===== src/rtl/trigger_sequencer.sv =====
// trigger_sequencer: frame-aligned, multi-channel trigger scheduler.
// A rising edge on trigger_in is aligned to the next frame boundary, optionally
// delayed by whole frames, then drives the masked channel strobes for a
// programmable number of whole frames. Dropped edges are counted.
module trigger_sequencer #(
    parameter int FRAME_LEN = 10,
    parameter int CNT_W     = 4,
    parameter int NUM_CH    = 4,
    parameter int DELAY_W   = 8,
    parameter int HOLD_W    = 4
) (
    input  logic               clk,
    input  logic               reset,
    input  logic               enable,
    input  logic               trigger_in,
    input  logic [NUM_CH-1:0]  ch_mask,
    input  logic [DELAY_W-1:0] delay_frames,
    input  logic [HOLD_W-1:0]  hold_frames,
    input  logic               retrig_mode,
    input  logic               clear_missed,
    output logic [NUM_CH-1:0]  is_trigger,
    output logic [CNT_W-1:0]   frame_counter,
    output logic               frame_tick,
    output logic               busy,
    output logic [7:0]         missed_count
);

    typedef enum logic [1:0] {
        ST_IDLE   = 2'd0,
        ST_WAIT   = 2'd1,
        ST_ACTIVE = 2'd2
    } state_t;

    localparam logic [CNT_W-1:0] LAST_SLOT = CNT_W'(FRAME_LEN - 1);

    state_t             state_q, state_d;
    logic [CNT_W-1:0]   cnt_q, cnt_d;
    logic               trig_prev_q;
    logic [NUM_CH-1:0]  mask_q, mask_d;
    logic [DELAY_W-1:0] dcnt_q, dcnt_d;
    logic [HOLD_W-1:0]  hold_q, hold_d;
    logic [HOLD_W-1:0]  hcnt_q, hcnt_d;
    // Set by a mid-frame retrigger: the frame boundary that closes the
    // partially elapsed frame is not counted against the reloaded hold.
    logic               pend_q, pend_d;
    logic [7:0]         missed_q, missed_d;

    logic               rise_s;
    logic               tick_s;
    logic               miss_s;

    assign tick_s = (cnt_q == LAST_SLOT);
    assign rise_s = trigger_in & ~trig_prev_q;
    assign miss_s = enable & rise_s &
                    ((state_q == ST_WAIT) | ((state_q == ST_ACTIVE) & ~retrig_mode));

    // Free-running frame position, wrapping at the last slot.
    always_comb begin
        cnt_d = cnt_q + CNT_W'(1);
        if (tick_s) begin
            cnt_d = '0;
        end else begin
            cnt_d = cnt_q + CNT_W'(1);
        end
    end

    // Sequencer next state: accept, frame-aligned delay, active hold, retrigger, abort.
    always_comb begin
        state_d = state_q;
        mask_d  = mask_q;
        dcnt_d  = dcnt_q;
        hold_d  = hold_q;
        hcnt_d  = hcnt_q;
        pend_d  = pend_q;
        case (state_q)
            ST_IDLE: begin
                if (enable && rise_s) begin
                    mask_d  = ch_mask;
                    dcnt_d  = delay_frames;
                    hold_d  = hold_frames;
                    hcnt_d  = '0;
                    pend_d  = 1'b0;
                    state_d = ST_WAIT;
                end else begin
                    state_d = ST_IDLE;
                end
            end
            ST_WAIT: begin
                if (!enable) begin
                    mask_d  = '0;
                    dcnt_d  = '0;
                    hold_d  = '0;
                    hcnt_d  = '0;
                    pend_d  = 1'b0;
                    state_d = ST_IDLE;
                end else if (tick_s) begin
                    if (dcnt_q == '0) begin
                        hcnt_d  = hold_q;
                        pend_d  = 1'b0;
                        state_d = ST_ACTIVE;
                    end else begin
                        dcnt_d = dcnt_q - DELAY_W'(1);
                    end
                end else begin
                    state_d = ST_WAIT;
                end
            end
            ST_ACTIVE: begin
                if (!enable) begin
                    mask_d  = '0;
                    dcnt_d  = '0;
                    hold_d  = '0;
                    hcnt_d  = '0;
                    pend_d  = 1'b0;
                    state_d = ST_IDLE;
                end else if (retrig_mode && rise_s) begin
                    // Reload wins over a same-cycle exit; a retrigger landing
                    // on the boundary itself needs no skipped tick.
                    hcnt_d = hold_q;
                    pend_d = ~tick_s;
                end else if (tick_s) begin
                    if (pend_q) begin
                        pend_d = 1'b0;
                    end else if (hcnt_q == '0) begin
                        mask_d  = '0;
                        dcnt_d  = '0;
                        hold_d  = '0;
                        state_d = ST_IDLE;
                    end else begin
                        hcnt_d = hcnt_q - HOLD_W'(1);
                    end
                end else begin
                    state_d = ST_ACTIVE;
                end
            end
            default: begin
                mask_d  = '0;
                dcnt_d  = '0;
                hold_d  = '0;
                hcnt_d  = '0;
                pend_d  = 1'b0;
                state_d = ST_IDLE;
            end
        endcase
    end

    // Missed-edge counter: clear has priority, increment saturates at 255.
    always_comb begin
        missed_d = missed_q;
        if (clear_missed) begin
            missed_d = 8'd0;
        end else if (miss_s && (missed_q != 8'd255)) begin
            missed_d = missed_q + 8'd1;
        end else begin
            missed_d = missed_q;
        end
    end

    // State and datapath registers with asynchronous reset.
    always_ff @(posedge clk or posedge reset) begin
        if (reset) begin
            state_q     <= ST_IDLE;
            cnt_q       <= '0;
            trig_prev_q <= 1'b0;
            mask_q      <= '0;
            dcnt_q      <= '0;
            hold_q      <= '0;
            hcnt_q      <= '0;
            pend_q      <= 1'b0;
            missed_q    <= 8'd0;
        end else begin
            state_q     <= state_d;
            cnt_q       <= cnt_d;
            trig_prev_q <= trigger_in;
            mask_q      <= mask_d;
            dcnt_q      <= dcnt_d;
            hold_q      <= hold_d;
            hcnt_q      <= hcnt_d;
            pend_q      <= pend_d;
            missed_q    <= missed_d;
        end
    end

    // Outputs decode from registered state only.
    assign is_trigger    = (state_q == ST_ACTIVE) ? mask_q : '0;
    assign busy          = (state_q != ST_IDLE);
    assign frame_counter = cnt_q;
    assign frame_tick    = tick_s;
    assign missed_count  = missed_q;

endmodule


===== config.mk =====
export PLATFORM = sky130hd
export DESIGN_NAME = trigger_sequencer
export DESIGN_NICKNAME = d
export VERILOG_FILES = /design/src/rtl/trigger_sequencer.sv
export SDC_FILE = /design/constraint.sdc
export NUM_CORES = 1
export LEC_CHECK = 0
export CORE_ASPECT_RATIO = 0.8
export CORE_MARGIN = 5
export CORE_UTILIZATION = 56
export DETAILED_ROUTE_END_ITERATION = 7
export GPL_ROUTABILITY_DRIVEN = 0
export PLACE_DENSITY_LB_ADDON = 0.25
export SLEW_MARGIN = 10
export SYNTH_ARGS = -nofsm -noshare
export SYNTH_HDL_FRONTEND = slang
export SYNTH_SLANG_ARGS = --single-unit

===== constraint.sdc =====
create_clock -name clk -period 5.71 [get_ports clk]
set_input_delay 1.142 -clock clk [delete_from_list [all_inputs] [get_ports clk]]
set_output_delay 1.142 -clock clk [all_outputs]
set_load 0.005 [all_outputs]

Word level (Yosys, flattened, before mapping) --
Cells that the tools add are included.
Storage, ports and cells: register bits after elaboration 36, bits in latches 0, RAM bits 0, bits in read-only memories 0, input bits 22, output and inout port bits 18, memories kept 0
Operators by class: $add $sub $neg 4, multipliers 0, div/mod/pow operators 0, $lt $le $gt $ge 0, equality and inequality tests 19, shift-type cells 0, mux-type cells 52, bitwise gates (word level) 8, reductions and logical operators 13
Operators by type and width (count):
- two-way mux 8 bit | 11
- two-way mux 4 bit | 19
- case mux 4 bit (3 select lines) | 3
- case mux 8 bit (3 select lines) | 1
- two-way mux 2 bit | 8
- inequality test 4 x 3 -> 1 bit, second input constant | 4
- inequality test 3 bit, second input constant | 5
- AND reduction 6 bit | 2
- adder 8 x 1 -> 8 bit, second input constant | 1
- logical NOT 8 bit | 1
- two-way mux 1 bit | 8
- inequality test 4 bit, second input constant | 2
- inequality test 8 bit, second input constant | 1
- AND reduction 4 bit | 2
- subtractor 8 x 1 -> 8 bit, second input constant | 1
- AND reduction 7 bit | 1
- inequality test 3 x 2 -> 1 bit, second input constant | 2
- case mux 2 bit (3 select lines) | 1
- adder 4 x 1 -> 4 bit, second input constant | 1
- bitwise AND 1 bit | 4
- == test 4 bit, second input constant | 1
- logical NOT 4 bit | 1
- inequality test 2 bit, second input constant | 2
- nonzero test 2 bit | 2
- 8 further kinds | 12

Logic depth before layout (Yosys ltp) --
Gate-level depths: netlist (run 1).
word-level depth 7, gate-level depth with buffers 9, mapped depth without buffers 7

Worst setup path after synthesis (run 1) --
No wires, ideal clock.
path kind input-to-reg, from input port enable, to register hcnt_q[0], setup time 0.125 ns, data arrival time 2.302 ns, required time 5.585 ns, setup slack 3.283 ns, cell stages on the path 5, path buffers 0, cell sequence and3b_1 -> nor2_1 -> a2111oi_2 -> a21o_2 -> mux2_2
Between the ends: longest elaborated chain between the ends 3
RTL lines:
- start, declared | line 14 | input logic enable,
- logical AND 1 bit | line 77 | if (enable && rise_s) begin
- inequality test 2 bit (no source line)
- AND reduction 6 bit (no source line)
- end signal, assigned | line 178 | hcnt_q <= hcnt_d;
- end, declared | line 42 | logic [HOLD_W-1:0] hcnt_q, hcnt_d;
Several ways; a longest one is shown, not always the timed one. A chain may end at the register's enable or synchronous reset.

Worst setup path in the final report (run 1) --
from register state_q[0], to output port busy
Between the ends: longest elaborated chain between the ends 1
RTL lines:
- start, declared | line 36 | state_t state_q, state_d;
- start signal, assigned | line 172 | state_q <= state_d;
- nonzero test 2 bit | line 186 | assign busy = (state_q != ST_IDLE);
- end, declared | line 24 | output logic busy,
Every way passes these cells.

==> metrics.log, run 1 <==
INFO  metric run_status = complete, no violations
INFO  metric setup_viol_count_final = 0
INFO  metric synth_cells = 234
INFO  metric syn_to_final_growth = 23.6%
INFO  metric ys_ff_latch = 36
INFO  metric power.static_leakage = 1.18 nW
INFO  metric tritoncts = built
INFO  metric route.antenna.remaining_nets = 0
INFO  metric finalHoldViolCount = 0
INFO  metric grt.total_usage = 19.7%
INFO  metric cts_made_buffers = 5
INFO  metric clock_latency = 0.29 ns
INFO  metric synth_area_per_cell = 9.14 um^2
INFO  metric worst-path-buf-inv = 3
INFO  metric top_cells_by_area_in_the_synthesized_netlist = sky130_fd_sc_hd__dfrtp_1 42%, sky130_fd_sc_hd__nand2_1 5.1%, sky130_fd_sc_hd__ha_1 4.7%
INFO  metric routed-via-count = 1770
INFO  metric core-area = 3750 um^2
INFO  metric floorplan.initialDensity = 57.0%
INFO  metric total_power = about 0.00064 W
INFO  metric critPathKind = reg2out
INFO  metric cts.root.buffer_cell = sky130_fd_sc_hd__clkbuf_8
INFO  metric setup.worst_path.end_class = output port
INFO  metric grt_max_degree = 37
INFO  metric path_clk_slew = 0.07 ns
INFO  metric io_buffer_count = 39
INFO  metric synth_compound_gate_area_share = 16.1%
INFO  metric timing.setup.tns = 0 ns
INFO  metric synthDominantCellAreaShare = 42.1%
INFO  metric synth_simple_gate_area_share = 18.0%
INFO  metric detailedRoute.firstPassIterationCount = 4
INFO  metric std_cell_rows = 20
INFO  metric vias_per_cell = 5.55
INFO  metric antenna_cells = 0
INFO  metric worst-endpoint-required = around 4.6 ns
INFO  metric mappedNetlistNets = 264
INFO  metric timing.max_cap.violations = 0
INFO  metric hold_class = reg2reg
INFO  metric global_route_wire_length_before_repair = between 8 and 9 mm
INFO  metric synthXorXnorAreaFrac = 4.51%
INFO  metric critical_path.slowest_cell = sky130_fd_sc_hd__ha_1
INFO  metric grt_antenna_before_repair = 0
INFO  metric most_frequent_cell_on_the_critical_path = sky130_fd_sc_hd__inv_1
INFO  metric yosysSeqAreaShare = 42.1%
INFO  metric crit_path_max_fanout = 18
INFO  metric vdd_drop_max = 187 uV
INFO  metric critPathArrivalTime = 2.01 ns
INFO  metric post-route-min-period = 3.16 ns
INFO  metric worst_path_cell_chain = inv_1, ha_1, inv_1, clkdlybuf4s50_1
INFO  metric maxSlewHeadroom = between 40 and 50%
INFO  metric timing.fmax = 0.317 GHz
INFO  metric total_grt_overflow = 0
INFO  metric combinational_family_with_the_most_area_after_synthesis = simple AND/OR/NAND/NOR gates
INFO  metric finalMaxSlewViolations = 0
INFO  metric detail_route.wirelength = 4.51 mm
INFO  metric final.fill_count = between 300 and 400
INFO  metric synth_largest_area_cell = sky130_fd_sc_hd__dfrtp_1
INFO  metric first_iter_violations = 141
INFO  metric die_outline_area = 5160 um^2
INFO  metric synth_flop_cell = sky130_fd_sc_hd__dfrtp_1
INFO  metric netlist-cell-type-count = 46
INFO  metric synth_cell_area = 2140 um^2
INFO  metric leading_post_synthesis_cells_by_instance_count = 36 x sky130_fd_sc_hd__dfrtp_1, 29 x sky130_fd_sc_hd__nand2_1, 26 x sky130_fd_sc_hd__nor2_1
INFO  metric clock_sink_count = 36
INFO  metric cts.repair_timing.setup_buffer_count = 0
INFO  metric finalNetCount = approximately 300
INFO  metric layout_worst_path_cycle_share = between 50% and 60%
INFO  metric synth-edff-count = 0
INFO  metric die_h = 65.3 um
INFO  metric clock_tree.buffer_depth = 2
INFO  metric setup_ws = 2.55 ns
INFO  metric floorplan.die.width = 79.1 um
INFO  metric clock-skew-final = 0.00852 ns
INFO  metric grt_setup_unrepaired = false
INFO  metric total_of_warnings_raised_by_yosys = 0
INFO  metric final_layout_size_suffix_gt1_share = 8.00%
INFO  metric power.density_cell_area = 243 nW/um^2
INFO  metric first_global_vias = roughly 1700
INFO  metric h-tree-depth = 2
INFO  metric post-synth-top-count-cell = sky130_fd_sc_hd__dfrtp_1
INFO  metric pre_cts_ws = 2.33 ns
INFO  metric io_pins = 40
INFO  metric detail_route.wl_per_cell = roughly 14 um
INFO  metric critical_path.max_stage_delay = between 0.5 and 0.6 ns
INFO  metric synth.mux.area_fraction = 8.37%
INFO  metric synth_area_in_adders = 4.68%
INFO  metric post_cts_resized = 0
INFO  metric tightest_slew = about 0.84 ns
INFO  metric critPathLaunchType = flop
INFO  metric place.detailed.hpwl = 3.36 mm
INFO  metric drc_errors = 0
INFO  metric synth-async-reset-ratio = 100%
INFO  metric crit_family = buffers and inverters
INFO  metric cts_hold_buffers = 0
[report_power, final]
| part | internal (W) | total [W] | switching, W |
|---|---|---|---|
| Combinational | 0.0000642 | 0.000131 | 0.0000666 |
| Clock | 0.0000980 | 0.000185 | 0.0000874 |
| Sequential | 0.000291 | 0.000327 | 0.0000361 |
| Total | 0.000453 | 0.000643 | 0.000190 |
[placed cells by master (no fill, tap or decap), types with 2 or more instances in the layout]
cell / netlist / routed
sky130_fd_sc_hd__mux2_2: 7 / 7
sky130_fd_sc_hd__nor2_1: 26 / 26
sky130_fd_sc_hd__clkbuf_8: 0 / 6
sky130_fd_sc_hd__a22oi_1: 2 / 2
sky130_fd_sc_hd__clkdlybuf4s50_1: 0 / 39
sky130_fd_sc_hd__a32oi_1: 2 / 2
sky130_fd_sc_hd__a22o_1: 2 / 2
sky130_fd_sc_hd__xor2_1: 4 / 4
sky130_fd_sc_hd__xnor2_1: 7 / 7
sky130_fd_sc_hd__mux2i_1: 10 / 10
sky130_fd_sc_hd__inv_1: 24 / 24
sky130_fd_sc_hd__nand3_1: 4 / 4
sky130_fd_sc_hd__nor3b_1: 3 / 3
sky130_fd_sc_hd__dfrtp_1: 36 / 36
sky130_fd_sc_hd__o21bai_1: 2 / 2
sky130_fd_sc_hd__a21oi_1: 17 / 17
sky130_fd_sc_hd__o21ai_0: 8 / 8
sky130_fd_sc_hd__o21ai_1: 3 / 3
sky130_fd_sc_hd__nor3_1: 8 / 8
sky130_fd_sc_hd__nand2_1: 29 / 29
sky130_fd_sc_hd__ha_1: 8 / 8
sky130_fd_sc_hd__o211ai_1: 3 / 3
[final timing paths]
path,start,to,slack [ns],cells after the start
worst max-delay path,state_q[0],busy,2.55,4
worst min-delay path,mask_q[2],mask_q[2],0.53,2
worst max register to register,state_q[0],mask_q[0],3.23,7
worst min register to register,mask_q[2],mask_q[2],0.53,2
max in group asynchronous,reset,state_q[1],4.14,3
min in group asynchronous,reset,frame_counter[3],1.25,3
[per-layer routing]
layer,part of all wire [%],global-route usage [%]
met5,0,0
met4,0.69,6.22
met3,5.9,5.07
met2,43,29.2
met1,50,28.2
[layout make-up]
cell class              instances  area [um^2]  share of cell area [%]
inverters                      24         90.1                    3.41
well taps                      44         55.1                    2.08
clock buffers                   7         86.3                    3.27
repair buffers                 40          398                    15.1
flip-flops and latches         36          901                    34.1
clock inverters                 1         7.51                   0.284
multi-input cells             167         1100                    41.8
[sequential cells by signal, indices dropped and copies added (netlist names)]
name and flops:
hold_q 4, dcnt_q 8, mask_q 4, state_q 2, frame_counter 4, missed_count 8, trig_prev_q 1, pend_q 1
hcnt_q 4
[metrics by stage]
stage               utilization (%)  std cells  cell area [um^2]  hold slack (ns)
detailed placement             67.9        311              2550            0.521
CTS                            70.4        319              2640            0.532
global placement               67.9        311              2550            0.504
floorplan                         -        234              2140            0.493
finish                         70.4        319              2640            0.529
global route                   70.4        319              2640            0.553
[cells by family (layout without fill, tap and decap cells)]
logic type / Yosys count / after routing
flops: 36 / 36
simple gates: 82 / 82
buf+inv: 31 / 72
fa+ha+maj: 8 / 8
compound gates: 49 / 49
xor+xnor: 11 / 11
mux: 17 / 17
[tightest hold or removal path, stage by stage, from the launching register on]
cell and delay [ns]:
sky130_fd_sc_hd__dfrtp_1 0.36, sky130_fd_sc_hd__inv_1 0.06, sky130_fd_sc_hd__mux2i_1 0.06
(Power assumes the default switching activity.)
==> inputs of run 2 (changes only) <==
- CORE_UTILIZATION: 56 -> 47
- clock period: 5.71 -> 2.65 ns (I/O delays scaled with it)
==> run 2 against run 1 <==
First-iteration DRC count shrank 66%. Worst setup slack lost 2.3 ns. Cell area increased by 2.3%. Non-clock buffer count up 5. Clock skew down 0.0035 ns. Highest routed layer unchanged.
==> metrics.log, run 2 (synthesis gave the netlist of run 1 again) <==
INFO  metric detail_route.wl_per_cell = 13.4 um (-5.4%)
INFO  metric post_cts_resized = 0 (unchanged)
INFO  metric post-route-min-period = around 2.4 ns
INFO  metric final_layout_size_suffix_gt1_share = 9.68% (+1.7 points)
INFO  metric timing.fmax = 0.410 GHz
INFO  metric cts_hold_buffers = 0 (unchanged)
INFO  metric place.detailed.hpwl = 3.41 mm (+1.3%)
INFO  metric clock_sink_count = 36 (unchanged)
INFO  metric critPathArrivalTime = 1.91 ns (-0.10 ns)
INFO  metric power.density_cell_area = 521 nW/um^2 (+110%)
INFO  metric pre_cts_ws = 0.119 ns (-2.21 ns)
INFO  metric die_outline_area = 6010 um^2 (+16%)
INFO  metric detailedRoute.firstPassIterationCount = 5 (+1)
INFO  metric setup_ws = 0.211 ns (-2.34 ns)
INFO  metric first_iter_violations = 48 (-66%)
INFO  metric path_clk_slew = 0.07 ns (about the same)
INFO  metric mostFrequentLayoutCells = 39 x sky130_fd_sc_hd__clkdlybuf4s50_1, 36 x sky130_fd_sc_hd__dfrtp_1, 29 x sky130_fd_sc_hd__nand2_1
INFO  metric cts_made_buffers = 5 (unchanged)
INFO  metric hold_class = reg2reg
INFO  metric grt_antenna_before_repair = 0 (unchanged)
INFO  metric final.fill_count = 381 (+25%)
INFO  metric crit_path_max_fanout = 7 (-11)
INFO  metric drc_errors = 0 (unchanged)
INFO  metric vdd_drop_max = 376 uV (+100%)
INFO  metric run_status = complete, no violations
INFO  metric grt_setup_unrepaired = false
INFO  metric clock-skew-final = 0.00504 ns (-0.00348 ns)
INFO  metric final_core_util = 60.2% (-10 points)
INFO  metric total_grt_overflow = 0 (unchanged)
INFO  metric area.sequential = 901 um^2 (unchanged)
INFO  metric tritoncts = built
INFO  metric first_global_vias = 1789 (+4.1%)
INFO  metric setup_viol_count_final = 0 (unchanged)
INFO  metric placed_cells_incl_taps = 332 (+6.8%)
INFO  metric worst_setup_path_startpoint = state_q[0]
INFO  metric power.static_leakage = 1.21 nW (+2.4%)
INFO  metric multi_input_comb_area = 1100 um^2 (unchanged)
INFO  metric global_route_wire_length_before_repair = 8.10 mm (+1.0%)
INFO  metric timing.max_cap.violations = 0 (unchanged)
INFO  metric layout_worst_path_cycle_share = 92.0%
INFO  metric die_h = 70.3 um (+7.8%)
INFO  metric critPathLaunchType = flop
INFO  metric instances_no_fill = 339 (+6.3%)
INFO  metric finalHoldViolCount = 0 (unchanged)
INFO  metric critPathKind = reg2out
INFO  metric maxSlewHeadroom = 47.8% (+3.5 points)
INFO  metric grt_max_degree = 37 (unchanged)
INFO  metric vias_per_cell = 5.13 (-7.6%)
INFO  metric worst-endpoint-required = 2.12 ns (-2.45 ns)
INFO  metric finalMaxSlewViolations = 0 (unchanged)
INFO  metric floorplan.initialDensity = 47.7% (-9.3 points)
INFO  metric timing.rr.start = dcnt_q[0]
INFO  metric detail_route.wirelength = 4.54 mm (+0.58%)
INFO  metric floorplan.die.width = 85.4 um (+8.0%)
INFO  metric std_cell_rows = 22 (+10%)
INFO  metric setup.worst_path.end_class = output port
INFO  metric cts.repair_timing.setup_buffer_count = 0 (unchanged)
INFO  metric worst_hold_startpoint = hold_q[3]
INFO  metric finalNetCount = 309 (+1.6%)
INFO  metric core-area = 4490 um^2 (+20%)
INFO  metric syn_to_final_growth = 26.4%
INFO  metric io_pins = 40 (unchanged)
INFO  metric worst_hold_margin = 0.526 ns (-0.00321 ns)
INFO  metric cts.root.buffer_cell = sky130_fd_sc_hd__clkbuf_8
INFO  metric timing.setup.tns = 0 ns (unchanged)
INFO  metric h-tree-depth = 2 (unchanged)
INFO  metric antenna_cells = 0 (unchanged)
INFO  metric layout.cells.most_common = sky130_fd_sc_hd__clkdlybuf4s50_1
INFO  metric routed-via-count = 1738 (-1.8%)
INFO  metric grt.total_usage = 16.3% (-3.4 points)
INFO  metric tightest_slew = 0.784 ns (-0.0528 ns)
INFO  metric io_buffer_count = 39 (unchanged)
INFO  metric clock_latency = 0.28 ns (about the same)
INFO  metric route.antenna.remaining_nets = 0 (unchanged)
INFO  metric clock_tree.buffer_depth = 2 (unchanged)
run 2: through the flow:
step / cell area (um^2) / total power [W]
4_1_cts: 2700 / 0.00142
3_5_place_dp: 2610 / 0.00101
2_1_floorplan: 2140 / 0.000905
3_3_place_gp: 2610 / 0.000993
6_report: 2700 / 0.00141
5_1_grt: 2700 / 0.00150
run 2: final cells by class:
type,instances,area share [%]
Clock buffer,7,3.56
Inverter,24,3.33
Multi-Input combinational cell,167,40.9
Sequential cell,36,33.3
Tap cell,60,2.78
Timing Repair Buffer,45,16.1
run 2: critical path, stage by stage (launching register included):
cell	delay, ns
sky130_fd_sc_hd__dfrtp_1	0.41
sky130_fd_sc_hd__inv_1	0.09
sky130_fd_sc_hd__ha_1	0.29
sky130_fd_sc_hd__inv_1	0.18
sky130_fd_sc_hd__nor2_1	0.14
sky130_fd_sc_hd__clkdlybuf4s50_1	0.51
run 2: final timing paths:
check	endpoint	slack, ns	cells past startpoint
min reg2reg	hold_q[3]	0.53	2
min in group asynchronous	dcnt_q[6]	0.66	3
max in group asynchronous	missed_count[7]	1.67	3
max reg2reg	hcnt_q[0]	0.38	7
max	is_trigger[2]	0.21	5
min	hold_q[3]	0.53	2
run 2: where the power goes:
part	leakage, nW	internal (W)	total, W	switching [W]
sequential	0.459	0.000627	0.000706	0.0000797
combinational	0.696	0.000144	0.000286	0.000142
clock	0.0503	0.000232	0.000414	0.000183
run 2: layer usage:
layer	vias to the layer above	GRT usage [%]	part of all wire, %
li1	895	-	-
met1	810	21.9	49
met2	31	26.6	46
met3	2	3.54	4.2
met4	0	3.87	0.35
met5	-	0	0
==> RTL change 1, RTL diff (flow settings as in run 2) <==
Re-encode `state_t` (3 states) as one-hot, 3 bits wide.
--- a/src/rtl/trigger_sequencer.sv
+++ b/src/rtl/trigger_sequencer.sv
@@ -26,8 +26,8 @@
 );
 
-    typedef enum logic [1:0] {
-        ST_IDLE   = 2'd0,
-        ST_WAIT   = 2'd1,
-        ST_ACTIVE = 2'd2
+    typedef enum logic [2:0] {
+        ST_IDLE   = 3'b001,
+        ST_WAIT   = 3'b010,
+        ST_ACTIVE = 3'b100
     } state_t;
 
Formal check against the unedited RTL: same outputs for any inputs over 10 cycles, from zero or initial values and one cycle with reset high; not proved beyond that.
==> RTL change 1 against run 2 <==
- setup slack better by 21 ps
- global-route usage is 0.62 points higher
- largest cell class unchanged
- sequential cell count is 1 higher
- clock skew hardly changed
- via count is 6.8% higher
- cell area is 0.37% higher
- final cell count is 0.88% lower
- area after synthesis is 2.5% higher
- wire length is 7.6% higher
- critical endpoint unchanged
- critical path depth is 2 lower
- worst hold slack better by 1.4 ps
Power is not compared: it rests on default switching activity, and its combinational part moved more than twofold at a synthesized area within 25%.
==> RTL change 1: results (changes against run 2) <==
INFO  metric placedInstanceArea = 0.002629 mm² (+0.86%)
INFO  metric fillers = 402 (+5.5%)
INFO  metric first_global_vias = 1,760 (-1.6%)
INFO  metric synth.mux.area_fraction = 4.395% (-4.0 points)
INFO  metric drt_first_pass_iters = 4 (-1)
INFO  metric reg2reg_to = hold_q[0]
INFO  metric groute.layer.met3.usage = 5.704% (+2.2 points)
INFO  metric global_route.usage.met1 = 24.73% (+2.8 points)
INFO  metric r2r_start = hcnt_q[0]
INFO  metric clock-sinks = 37 (+2.8%)
INFO  metric detailroute.wirelength.met2 = 2.127 mm (+1.3%)
INFO  metric layout-drive-gt1-share = 9.420% (-0.26 points)
INFO  metric synth-adder-area-share = 2.854% (-1.8 points)
INFO  metric share_of_synthesized_area_occupied_by_flip_flops_and_latches = 42.29% (+0.16 points)
INFO  metric drt-met1-wl = 2.449 mm (+9.8%)
INFO  metric synth_top_cells_by_count = 36 x sky130_fd_sc_hd__dfrtp_1, 22 x sky130_fd_sc_hd__inv_1, 17 x sky130_fd_sc_hd__nor2_1
INFO  metric clock_skews = 5.240 ps (+0.1984 ps)
INFO  metric outcome = complete, no violations
INFO  metric r2r_slack = 300 ps (-80 ps)
INFO  metric worst-path-max-fanout = 8 (+1)
INFO  metric post_synth_inst_count = 233 (-0.43%)
INFO  metric grt_max_degree = 38 (+2.7%)
INFO  metric placed_cells = 328 (-1.2%)
INFO  metric post_layout_nonfiller_instances = 336 (-0.88%)
INFO  metric ys_types = 56 (+22%)
INFO  metric grt_first_pass_wirelength = 8.362 mm (+3.2%)
INFO  metric slowest_delay = 570 ps (+60 ps)
INFO  metric min_delay_worst_endpoint = mask_q[0]
INFO  metric route.detailed.wl_per_inst = 14.54 µm (+8.6%)
INFO  metric num_vias = 1,857 (+6.8%)
INFO  metric hp-start = mask_q[0]
INFO  metric timing.slew.headroom = 40.10% (-7.7 points)
INFO  metric top_layer_used = met4
INFO  metric ys_top_cells_by_area = sky130_fd_sc_hd__dfrtp_1 41%, sky130_fd_sc_hd__inv_1 3.8%, sky130_fd_sc_hd__a21oi_1 3.4%
INFO  metric holdWs = 526.9 ps (+1.400 ps)
INFO  metric arrival = 1890 ps (-20 ps)
INFO  metric mappedNetlistNets = 260 (-1.5%)
INFO  metric drt_iter0_markers = 150 (+210%)
INFO  metric final_nets = 302 (-2.3%)
INFO  metric fraction_of_the_mapped_netlist_area_in_compound_gates = 20.66% (+4.6 points)
INFO  metric global_route.usage.total = 16.90% (+0.62 points)
INFO  metric grt.met2_usage = 24.70% (-1.9 points)
INFO  metric synth_xor_area_share = 3.196% (-1.3 points)
==> RTL change 1: cell type report <==
| cell class | instances | area (µm²) | share of cell area (%) |
|---|---|---|---|
| multi-input cells | 163 | 1105 | 40.73 |
| flip-flops and latches | 37 | 927.1 | 34.18 |
| repair buffers | 45 | 435.4 | 16.05 |
| inverters | 23 | 86.33 | 3.183 |
| clock buffers | 7 | 76.32 | 2.814 |
| well taps | 60 | 75.07 | 2.768 |
| clock inverters | 1 | 7.507 | 0.2768 |
==> RTL change 1: stage by stage <==
step / worst slack, ps / power, W / utilization (%)
global placement: 101.5 / 0.001482 / 57.88
finish: 231.9 / 0.001888 / 59.72
floorplan: 612.3 / 0.001307 / -
CTS: 174.6 / 0.001889 / 59.72
detailed placement: 74.82 / 0.001494 / 57.88
global route: 51.95 / 0.002036 / 59.72
==> RTL change 1: worst max-delay path: cells and delay by family (launching register included) <==
family                 cells  cell delay, ps
AND/OR/NAND/NOR            1             380
buffers and inverters      2             730
flip-flops                 1             480
==> RTL change 1: worst max-delay path by stage <==
stage,end,cells after the start,from
finish,is_trigger[2],3,state_q[2]
global route,hold_q[2],7,hcnt_q[0]
CTS,is_trigger[2],3,state_q[2]
detailed placement,hold_q[0],6,enable
global placement,missed_count[5],6,retrig_mode
floorplan,missed_count[5],5,retrig_mode
==> RTL change 1: cells by family (layout without fill, tap and decap cells) <==
logic type      after synthesis  after routing
mux                           9              9
flops                        37             37
xor+xnor                      8              8
fa+ha+maj                     5              5
compound gates               65             65
simple gates                 76             76
buf+inv                      33             76
==> RTL change 1: power by group <==
group	switching, W	internal [W]
logic	0.000379	0.000289
registers	0.000130	0.000698
clock network	0.000206	0.000186
total	0.000715	0.00117
==> RTL change 2, RTL diff (config.mk and constraints of run 2) <==
Made on the original files. The parameter `CNT_W` goes from 4 to 3.
--- a/src/rtl/trigger_sequencer.sv
+++ b/src/rtl/trigger_sequencer.sv
@@ -5,5 +5,5 @@
 module trigger_sequencer #(
     parameter int FRAME_LEN = 10,
-    parameter int CNT_W     = 4,
+    parameter int CNT_W     = 3,
     parameter int NUM_CH    = 4,
     parameter int DELAY_W   = 8,
Interface: changed (resized frame_counter); port bits go from 40 to 39. The function was not compared with the original's and may differ.
==> RTL change 2 against run 2 <==
- sequential cell count shrank 1
- utilization decreased by 0.11 points
- cell area grew 2.3%
- sequential share of layout area is 1.6 points lower
- total power is 3.5% higher
- setup slack gained 6.4 ps
- wire length grew 10%
- area after synthesis up 4.2%
- critical path type unchanged
- largest cell class unchanged
==> RTL change 2: results (changes against run 2) <==
INFO  metric outcome = complete, no violations
INFO  metric global_route.usage.total = 17.26% (+0.98 points)
INFO  metric multi_input_comb_cells = 160 (-4.2%)
INFO  metric ys_top_cells_by_area = sky130_fd_sc_hd__dfrtp_1 39%, sky130_fd_sc_hd__mux2i_1 6.7%, sky130_fd_sc_hd__ha_1 5.1%
INFO  metric worst-path-max-fanout = 12 (+5)
INFO  metric fillers = 404 (+6.0%)
INFO  metric drt-met1-wl = 2.483 mm (+11%)
INFO  metric non_clock_inverter_count = 27 (+13%)
INFO  metric slowest_delay = 480 ps (-30 ps)
INFO  metric tightest_slew = 762.2 ps (-21.50 ps)
INFO  metric reg2reg_to = missed_count[7]
INFO  metric netSwitchingFraction = 32.98% (+4.2 points)
INFO  metric ff2ff_path_depth = 6 (-1)
INFO  metric critPathCapture = busy
INFO  metric buffer_area_share = 15.12% (-0.99 points)
INFO  metric synth.mux.area_fraction = 8.928% (+0.56 points)
INFO  metric number_of_cells_on_the_worst_hold_path = 1 (-1)
INFO  metric grt_first_pass_wirelength = 8.535 mm (+5.4%)
INFO  metric dp.final_hpwl = 3.808 mm (+12%)
INFO  metric powerComb = 0.000374 W (+31%)
INFO  metric dpl_worst_slack = 153.2 ps (+33.81 ps)
INFO  metric grt.met2_usage = 23.84% (-2.8 points)
INFO  metric drt_iter0_markers = 219 (+360%)
INFO  metric min_delay_worst_endpoint = frame_counter[0]
INFO  metric layout-drive-gt1-share = 9.524% (-0.15 points)
INFO  metric vias_per_cell = 5.538 (+8.0%)
INFO  metric share_of_synthesized_area_occupied_by_flip_flops_and_latches = 39.30% (-2.8 points)
INFO  metric multi_input_area = 0.001196 mm² (+8.3%)
INFO  metric buffers = 43 (-4.4%)
INFO  metric seq_cell_count = 35 (-2.8%)
INFO  metric hp-start = frame_counter[0]
INFO  metric drt_first_pass_iters = 4 (-1)
INFO  metric first_global_vias = 1,774 (-0.84%)
-- RTL change 2: cell count changes in the layout (fill, tap and decap cells not counted), moves of 4 or more --
cell                      delta
sky130_fd_sc_hd__nor2_1     -17
sky130_fd_sc_hd__mux2_2      -7
sky130_fd_sc_hd__nand2_1     -7
sky130_fd_sc_hd__nand3_1     +6
sky130_fd_sc_hd__mux2i_1     +5
sky130_fd_sc_hd__a21oi_1     -4
sky130_fd_sc_hd__a31oi_1     +4
sky130_fd_sc_hd__and2_1      +4
sky130_fd_sc_hd__or4_1       +4
sky130_fd_sc_hd__xnor2_1     -4
-- RTL change 2: per-stage QoR --
stage	util, %	cell area [µm²]	total power [W]
floorplan	-	2228	0.0009686
global placement	58.27	2679	0.001084
detailed placement	58.27	2679	0.001092
CTS	60.13	2764	0.001467
global route	60.13	2764	0.001553
finish	60.13	2764	0.001457
